<file path="config.mk">
export PLATFORM = sky130hd
export DESIGN_NAME = xor_i8_share_arbiter_flat
export DESIGN_NICKNAME = d
export VERILOG_FILES = /design/src/rtl/xor_arb_pkg.sv /design/src/rtl/xor_i8_share_arbiter_if.sv /design/src/rtl/xor_i8_i8_i8.sv /design/src/rtl/xor_i8_share_arbiter.sv /design/src/flat_wrapper.sv
export SDC_FILE = /design/constraint.sdc
export NUM_CORES = 1
export LEC_CHECK = 0
export CORE_MARGIN = 3
export CORE_UTILIZATION = 33
export DETAILED_ROUTE_END_ITERATION = 6
export GPL_TIMING_DRIVEN = 0
export SLEW_MARGIN = 40
export SYNTH_ARGS = -nofsm -noshare
export SYNTH_HDL_FRONTEND = slang
export SYNTH_SLANG_ARGS = --single-unit
</file>
<file path="constraint.sdc">
create_clock -name clock -period 2.92 [get_ports clock]
set_input_delay 0.876 -clock clock [delete_from_list [all_inputs] [get_ports clock]]
set_output_delay 0.876 -clock clock [all_outputs]
set_load 0.01 [all_outputs]
</file>
<file path="src/rtl/xor_arb_pkg.sv">
// rtl/xor_arb_pkg.sv - shared types, widths and round-robin pick helper for the XOR share arbiter
package xor_arb_pkg;

    localparam int DATA_W  = 8;
    localparam int MAX_REQ = 8;

    typedef enum logic [1:0] {
        ST_IDLE = 2'd0,
        ST_EXEC = 2'd1,
        ST_RESP = 2'd2
    } state_e;

    // First set bit of valid scanning ptr, ptr+1, ... modulo nreq; ptr when none is set.
    function automatic int rr_pick(input logic [MAX_REQ-1:0] valid, input int ptr, input int nreq);
        int win;
        int idx;
        logic found;
        win   = ptr;
        found = 1'b0;
        for (int k = 0; k < MAX_REQ; k++) begin
            idx = (ptr + k) % nreq;
            if (k < nreq && !found && valid[idx[2:0]]) begin
                win   = idx;
                found = 1'b1;
            end
        end
        return win;
    endfunction

endpackage

</file>
<file path="src/rtl/xor_i8_share_arbiter_if.sv">
// rtl/xor_i8_share_arbiter_if.sv - request/response bundle between producers and the XOR share arbiter
interface xor_i8_share_arbiter_if #(
    parameter int NREQ = 4,
    parameter int IDW  = 2
);
    import xor_arb_pkg::*;

    logic [NREQ-1:0]        req_valid;
    logic [NREQ-1:0]        req_ready;
    logic [DATA_W*NREQ-1:0] req_a;
    logic [DATA_W*NREQ-1:0] req_b;
    logic                   rsp_valid;
    logic                   rsp_ready;
    logic [IDW-1:0]         rsp_id;
    logic [DATA_W-1:0]      rsp_y;

    modport master (
        output req_valid, req_a, req_b, rsp_ready,
        input  req_ready, rsp_valid, rsp_id, rsp_y
    );

    modport slave (
        input  req_valid, req_a, req_b, rsp_ready,
        output req_ready, rsp_valid, rsp_id, rsp_y
    );

endinterface

</file>
<file path="src/rtl/xor_i8_i8_i8.sv">
// rtl/xor_i8_i8_i8.sv - shared 8-bit XOR datapath with LAT register stages
module xor_i8_i8_i8 #(
    parameter int LAT = 0
) (
    input  logic       clk_i,
    input  logic       rst_i,
    input  logic [7:0] a_i,
    input  logic [7:0] b_i,
    output logic [7:0] y_o
);

    generate
        if (LAT == 0) begin : g_comb
            logic unused_clk_rst;
            assign unused_clk_rst = clk_i ^ rst_i;
            assign y_o = a_i ^ b_i;
        end else begin : g_pipe
            logic [7:0] pipe_q [LAT];

            always_ff @(posedge clk_i or posedge rst_i) begin
                if (rst_i) begin
                    for (int i = 0; i < LAT; i++) pipe_q[i] <= '0;
                end else begin
                    pipe_q[0] <= a_i ^ b_i;
                    for (int i = 1; i < LAT; i++) pipe_q[i] <= pipe_q[i-1];
                end
            end

            assign y_o = pipe_q[LAT-1];
        end
    endgenerate

endmodule

</file>
<file path="src/rtl/xor_i8_share_arbiter.sv">
// rtl/xor_i8_share_arbiter.sv - round-robin sharing of one XOR datapath among NREQ requesters
module xor_i8_share_arbiter
    import xor_arb_pkg::*;
#(
    parameter int NREQ   = 4,
    parameter int DP_LAT = 0,
    parameter int IDW    = $clog2(NREQ)
) (
    input  logic                  clock,
    input  logic                  reset,
    xor_i8_share_arbiter_if.slave bus,
    output logic                  busy
);

    state_e              state_q, state_d;
    logic [IDW-1:0]      ptr_q, ptr_d;
    logic [IDW-1:0]      id_q, id_d;
    logic [DATA_W-1:0]   op_a_q, op_a_d;
    logic [DATA_W-1:0]   op_b_q, op_b_d;
    logic [DATA_W-1:0]   y_q, y_d;
    logic [1:0]          cnt_q, cnt_d;
    logic [DATA_W-1:0]   dp_y;
    logic [IDW-1:0]      win;
    logic [NREQ-1:0]     grant;

    assign win = IDW'(rr_pick(MAX_REQ'(bus.req_valid), int'(ptr_q), NREQ));

    xor_i8_i8_i8 #(.LAT(DP_LAT)) dut (
        .clk_i (clock),
        .rst_i (~reset),
        .a_i   (op_a_q),
        .b_i   (op_b_q),
        .y_o   (dp_y)
    );

    always_comb begin
        state_d = state_q;
        ptr_d   = ptr_q;
        id_d    = id_q;
        op_a_d  = op_a_q;
        op_b_d  = op_b_q;
        y_d     = y_q;
        cnt_d   = cnt_q;
        grant   = '0;
        case (state_q)
            ST_IDLE: begin
                // The winner is always a valid requester, so a grant is also a handshake.
                if (|bus.req_valid) begin
                    grant   = NREQ'(1) << win;
                    op_a_d  = bus.req_a[DATA_W*win +: DATA_W];
                    op_b_d  = bus.req_b[DATA_W*win +: DATA_W];
                    id_d    = win;
                    ptr_d   = IDW'((int'(win) + 1) % NREQ);
                    cnt_d   = 2'(DP_LAT);
                    state_d = ST_EXEC;
                end
            end
            ST_EXEC: begin
                if (cnt_q != '0) begin
                    cnt_d = cnt_q - 2'd1;
                end else begin
                    y_d     = dp_y;
                    state_d = ST_RESP;
                end
            end
            ST_RESP: begin
                if (bus.rsp_ready) state_d = ST_IDLE;
            end
            default: state_d = ST_IDLE;
        endcase
    end

    always_ff @(posedge clock or negedge reset) begin
        if (!reset) begin
            state_q <= ST_IDLE;
            ptr_q   <= '0;
            id_q    <= '0;
            op_a_q  <= '0;
            op_b_q  <= '0;
            y_q     <= '0;
            cnt_q   <= '0;
        end else begin
            state_q <= state_d;
            ptr_q   <= ptr_d;
            id_q    <= id_d;
            op_a_q  <= op_a_d;
            op_b_q  <= op_b_d;
            y_q     <= y_d;
            cnt_q   <= cnt_d;
        end
    end

    // Grants are combinational, so they are masked while reset is held.
    assign bus.req_ready = reset ? grant : '0;
    assign bus.rsp_valid = (state_q == ST_RESP);
    assign bus.rsp_id    = id_q;
    assign bus.rsp_y     = y_q;
    assign busy          = (state_q != ST_IDLE);

endmodule

</file>
<file path="src/flat_wrapper.sv">
// flat-port wrapper written by rule: the top's interface ports become plain ports
module xor_i8_share_arbiter_flat import xor_arb_pkg::*;
#(
    parameter int NREQ   = 4,
    parameter int DP_LAT = 0,
    parameter int IDW    = $clog2(NREQ)
)
  (clock, reset, busy, bus_req_valid, bus_req_a, bus_req_b, bus_rsp_ready, bus_req_ready, bus_rsp_valid, bus_rsp_id, bus_rsp_y);
  xor_i8_share_arbiter_if #(.NREQ(NREQ), .IDW(IDW)) bus_i ();
  input  logic clock;
  input  logic reset;
  output logic busy;
  input wire logic [$bits(bus_i.req_valid)-1:0] bus_req_valid;
  input wire logic [$bits(bus_i.req_a)-1:0] bus_req_a;
  input wire logic [$bits(bus_i.req_b)-1:0] bus_req_b;
  input wire logic [$bits(bus_i.rsp_ready)-1:0] bus_rsp_ready;
  output wire logic [$bits(bus_i.req_ready)-1:0] bus_req_ready;
  output wire logic [$bits(bus_i.rsp_valid)-1:0] bus_rsp_valid;
  output wire logic [$bits(bus_i.rsp_id)-1:0] bus_rsp_id;
  output wire logic [$bits(bus_i.rsp_y)-1:0] bus_rsp_y;
  assign bus_i.req_valid = bus_req_valid;
  assign bus_i.req_a = bus_req_a;
  assign bus_i.req_b = bus_req_b;
  assign bus_i.rsp_ready = bus_rsp_ready;
  assign bus_req_ready = bus_i.req_ready;
  assign bus_rsp_valid = bus_i.rsp_valid;
  assign bus_rsp_id = bus_i.rsp_id;
  assign bus_rsp_y = bus_i.rsp_y;
  xor_i8_share_arbiter #(.NREQ(NREQ), .DP_LAT(DP_LAT), .IDW(IDW)) u_core (.clock(clock), .reset(reset), .bus(bus_i), .busy(busy));
endmodule
</file>
==> impl_results.md <==
- Status: completed
- H-tree depth: 2
- Critical-path maximum fanout: 4
- Lkg Pwr: 1.395 nW
- Post-route ant nets: 0
- Slew Viols, Final: 0
- Post-route insts no fill: 395
- Share of the yosys chip area belonging to registers: 0.3771
- Die height: between 80 and 90 um
- Fmax: 0.3491 GHz
- Worst-Skew Late Latency: ~0.27 ns
- CTS tree: built
- Total power: 2.906 mW
- Commonest cells after routing, fill and taps aside: clkdlybuf4s50_1 (77), dfrtp_1 (32), inv_1 (20), a211oi_2 (20), nor2_1 (18)
- Starting Density: 0.3503
- Post-DP HPWL: 4.680 mm
- Gate Count Post-Synth: 216
- Clock transition at the registers of the reported paths: 0.06 ns
- Core Region: 6061 um2
- Vias in the first global route: roughly 2000
- I/O pin count: 87
- Standard-cell rows: 28
- Final Skew: 0.006394 ns
- PwrDens: 872.2 nW/um2
- Wire per inst: roughly 15 um
- Nature of the critical path endpoint: primary output
- Total gr overflow: 0
- Top cells by area, synth: dfrtp_1 (38%), a211oi_2 (12%), mux2i_1 (7.5%), a31oi_1 (4.7%), a211oi_1 (4.2%)
- Largest net degree at the start of global routing: 23
- Final net count: 392
- Final WL: 5.862 mm
- Sink Count: 32
- Number of port buffers: 86
- Initial antenna violation count: 0
- Post-synth top area share: 0.3771
- Yosys cell types: 37
- FILL cells: 562
- DR DRC count: 0
- Tcrit/Tclk final: 0.9811
- Die width: roughly 86 um
- DRT iter0 DRCs: 51
- RePlAce Congestion: 0.8048
- Post-Syn Area: roughly 2100 um2
- Slew Limit Headroom: 0.6984
- Global-route wire length before repair: 9.528 mm
- Min-delay worst type: reg -> reg
- Longest Clk Path Bufs: 2
- Post-Place Cells: between 300 and 400
- Synth async-reset ratio: 1.000
- Number of synthesized flops with an enable pin: 0
- Layout overhead on the synthesized area: 56.92%
- Final hold violations: 0
- Seq cells post-synth: 32
- DR pass1 iterations: 4
- Critical path class: in -> out
- Synth Flop Type: dfrtp_1
- Synthesized Nets: 288
- CP Data Arrival Time: 1.99 ns
- Fraction of layout cells with a size suffix above 1: 0.2469
- Worst IR Drop VDD: about 0.40 mV
- Via count: 1905
- Least-Margin Pin Slew: 0.4524 ns
- CTS buffer count: 5
- Syn. warnings: 0
- Max-cap violations: 0
- Setup violations, final: 0
- Min Clock Period, post-route: 2.865 ns
- Largest area contributor in the netlist: dfrtp_1
- Commonest non-fill, non-tap cell in the layout: clkdlybuf4s50_1
- Startpoint types: primary input
- Ant diodes: 0
- Critical path data required time: 2.04 ns
- Die area: 7433 um2
- Via-per-instance ratio: 4.823
- Gr usage total: 0.1620
- CTS Root Cell: clkbuf_8
- Syn avg cell area: about 9.8 um2
## cell families after synthesis
| kind of cell | synth area share |
|---|---|
| compound gates | 0.2846 |
| xor+xnor | 0.03713 |
| fa+ha+maj | 0.005892 |
| buf+inv | 0.09310 |
| flops | 0.3771 |
| mux | 0.07543 |
| simple gates | 0.1267 |
## flip-flops by register name (all words and copies together), names as in the netlist
| signal | count |
|---|---|
| u_core.bus.rsp_y | 8 |
| u_core.op_a_q | 8 |
| u_core.op_b_q | 8 |
| u_core.bus.rsp_id | 2 |
| u_core.cnt_q | 2 |
| u_core.ptr_q | 2 |
| u_core.state_q | 2 |
## final timing paths
path / start / to / slack (ns) / depth (start not counted)
setup reg to reg: u_core.ptr_q[1]$_DFFE_PN0P_ / u_core.op_b_q[2]$_DFFE_PN0P_ / 0.82 / 6
setup / recovery: bus_req_valid[2] / bus_req_ready[0] / 0.06 / 6
max in group asynchronous: reset / u_core.op_a_q[3]$_DFFE_PN0P_ / 2.02 / 2
hold reg to reg: u_core.bus.rsp_y[6]$_DFFE_PN0P_ / u_core.bus.rsp_y[6]$_DFFE_PN0P_ / 0.48 / 2
hold / removal: u_core.bus.rsp_y[6]$_DFFE_PN0P_ / u_core.bus.rsp_y[6]$_DFFE_PN0P_ / 0.48 / 2
min in group asynchronous: reset / u_core.op_a_q[0]$_DFFE_PN0P_ / 0.49 / 1
## layout make-up
cell class              instances  area [um2]  area share
plain buffers                  12       92.59     0.02779
clock buffers                   6       72.57     0.02178
clock inverters                 1       5.005    0.001502
inverters                      20       75.07     0.02253
multi-input cells             149        1226      0.3680
flip-flops and latches         32       800.8      0.2403
well taps                      75       93.84     0.02816
repair buffers                100       965.9      0.2899
## per-stage QoR
stage | setup WS (ns) | area [um2] | TNS (ns) | util | hold WS [ns]
6_report | 0.05520 | 3332 | 0 | 0.5498 | 0.4775
5_1_grt | -0.01253 | 3332 | -0.01264 | 0.5498 | 0.4945
4_1_cts | 0.004994 | 3262 | 0 | 0.5382 | 0.4846
3_5_place_dp | -1.052 | 3100 | -4.187 | 0.5116 | 0.4699
3_3_place_gp | -1.480 | 3078 | -5.901 | 0.5078 | 0.4621
2_1_floorplan | 0.05872 | 2123 | 0 | - | 0.4574
## power breakdown
part           switching (mW)  internal [mW]  leakage (nW)  total (mW)
clock                   0.145          0.162        0.0410       0.307
sequential              0.156          0.671         0.376       0.827
combinational           0.885          0.888         0.978        1.77
total                    1.19           1.72          1.39        2.91
## worst max-delay path: stages
cell       delay, ns
buf_6           0.12
nor2b_4         0.14
a2111oi_4       0.43
nor2_4          0.09
nor3_2          0.18
buf_2           0.16
## metal layers
metal  vias up  track usage  wire length (um)  share of wire
met5         -            0                 0              0
met4         0      0.04249                61          0.010
met3         4      0.02757               294          0.050
met2        54       0.2789              2888           0.49
met1       869       0.2107              2618           0.45
li1        978            -                 -              -
## cells in the mapped netlist, types with 2 or more instances
master / number
dfrtp_1: 32
a211oi_2: 20
inv_1: 20
nor2_1: 20
a31oi_1: 16
mux2i_1: 16
a211oi_1: 12
nand2_1: 12
o21ai_0: 11
xnor2_1: 9
clkbuf_1: 5
nor3_1: 4
a21o_1: 3
a21oi_1: 3
buf_2: 3
buf_6: 3
nand2b_1: 3
buf_12: 2
buf_4: 2
nand3_1: 2
o21ai_1: 2
## timing repair
item / CTS / global route
hold buffers: 0 / 0
setup buffers: 11 / 3
hold endpoints to repair: 0 / 0
cloned: 0 / 0
pin swaps: 4 / 10
setup endpoints to repair: 4 / 4
resized for setup: 43 / 24
Power figures use the tool's default switching activity.
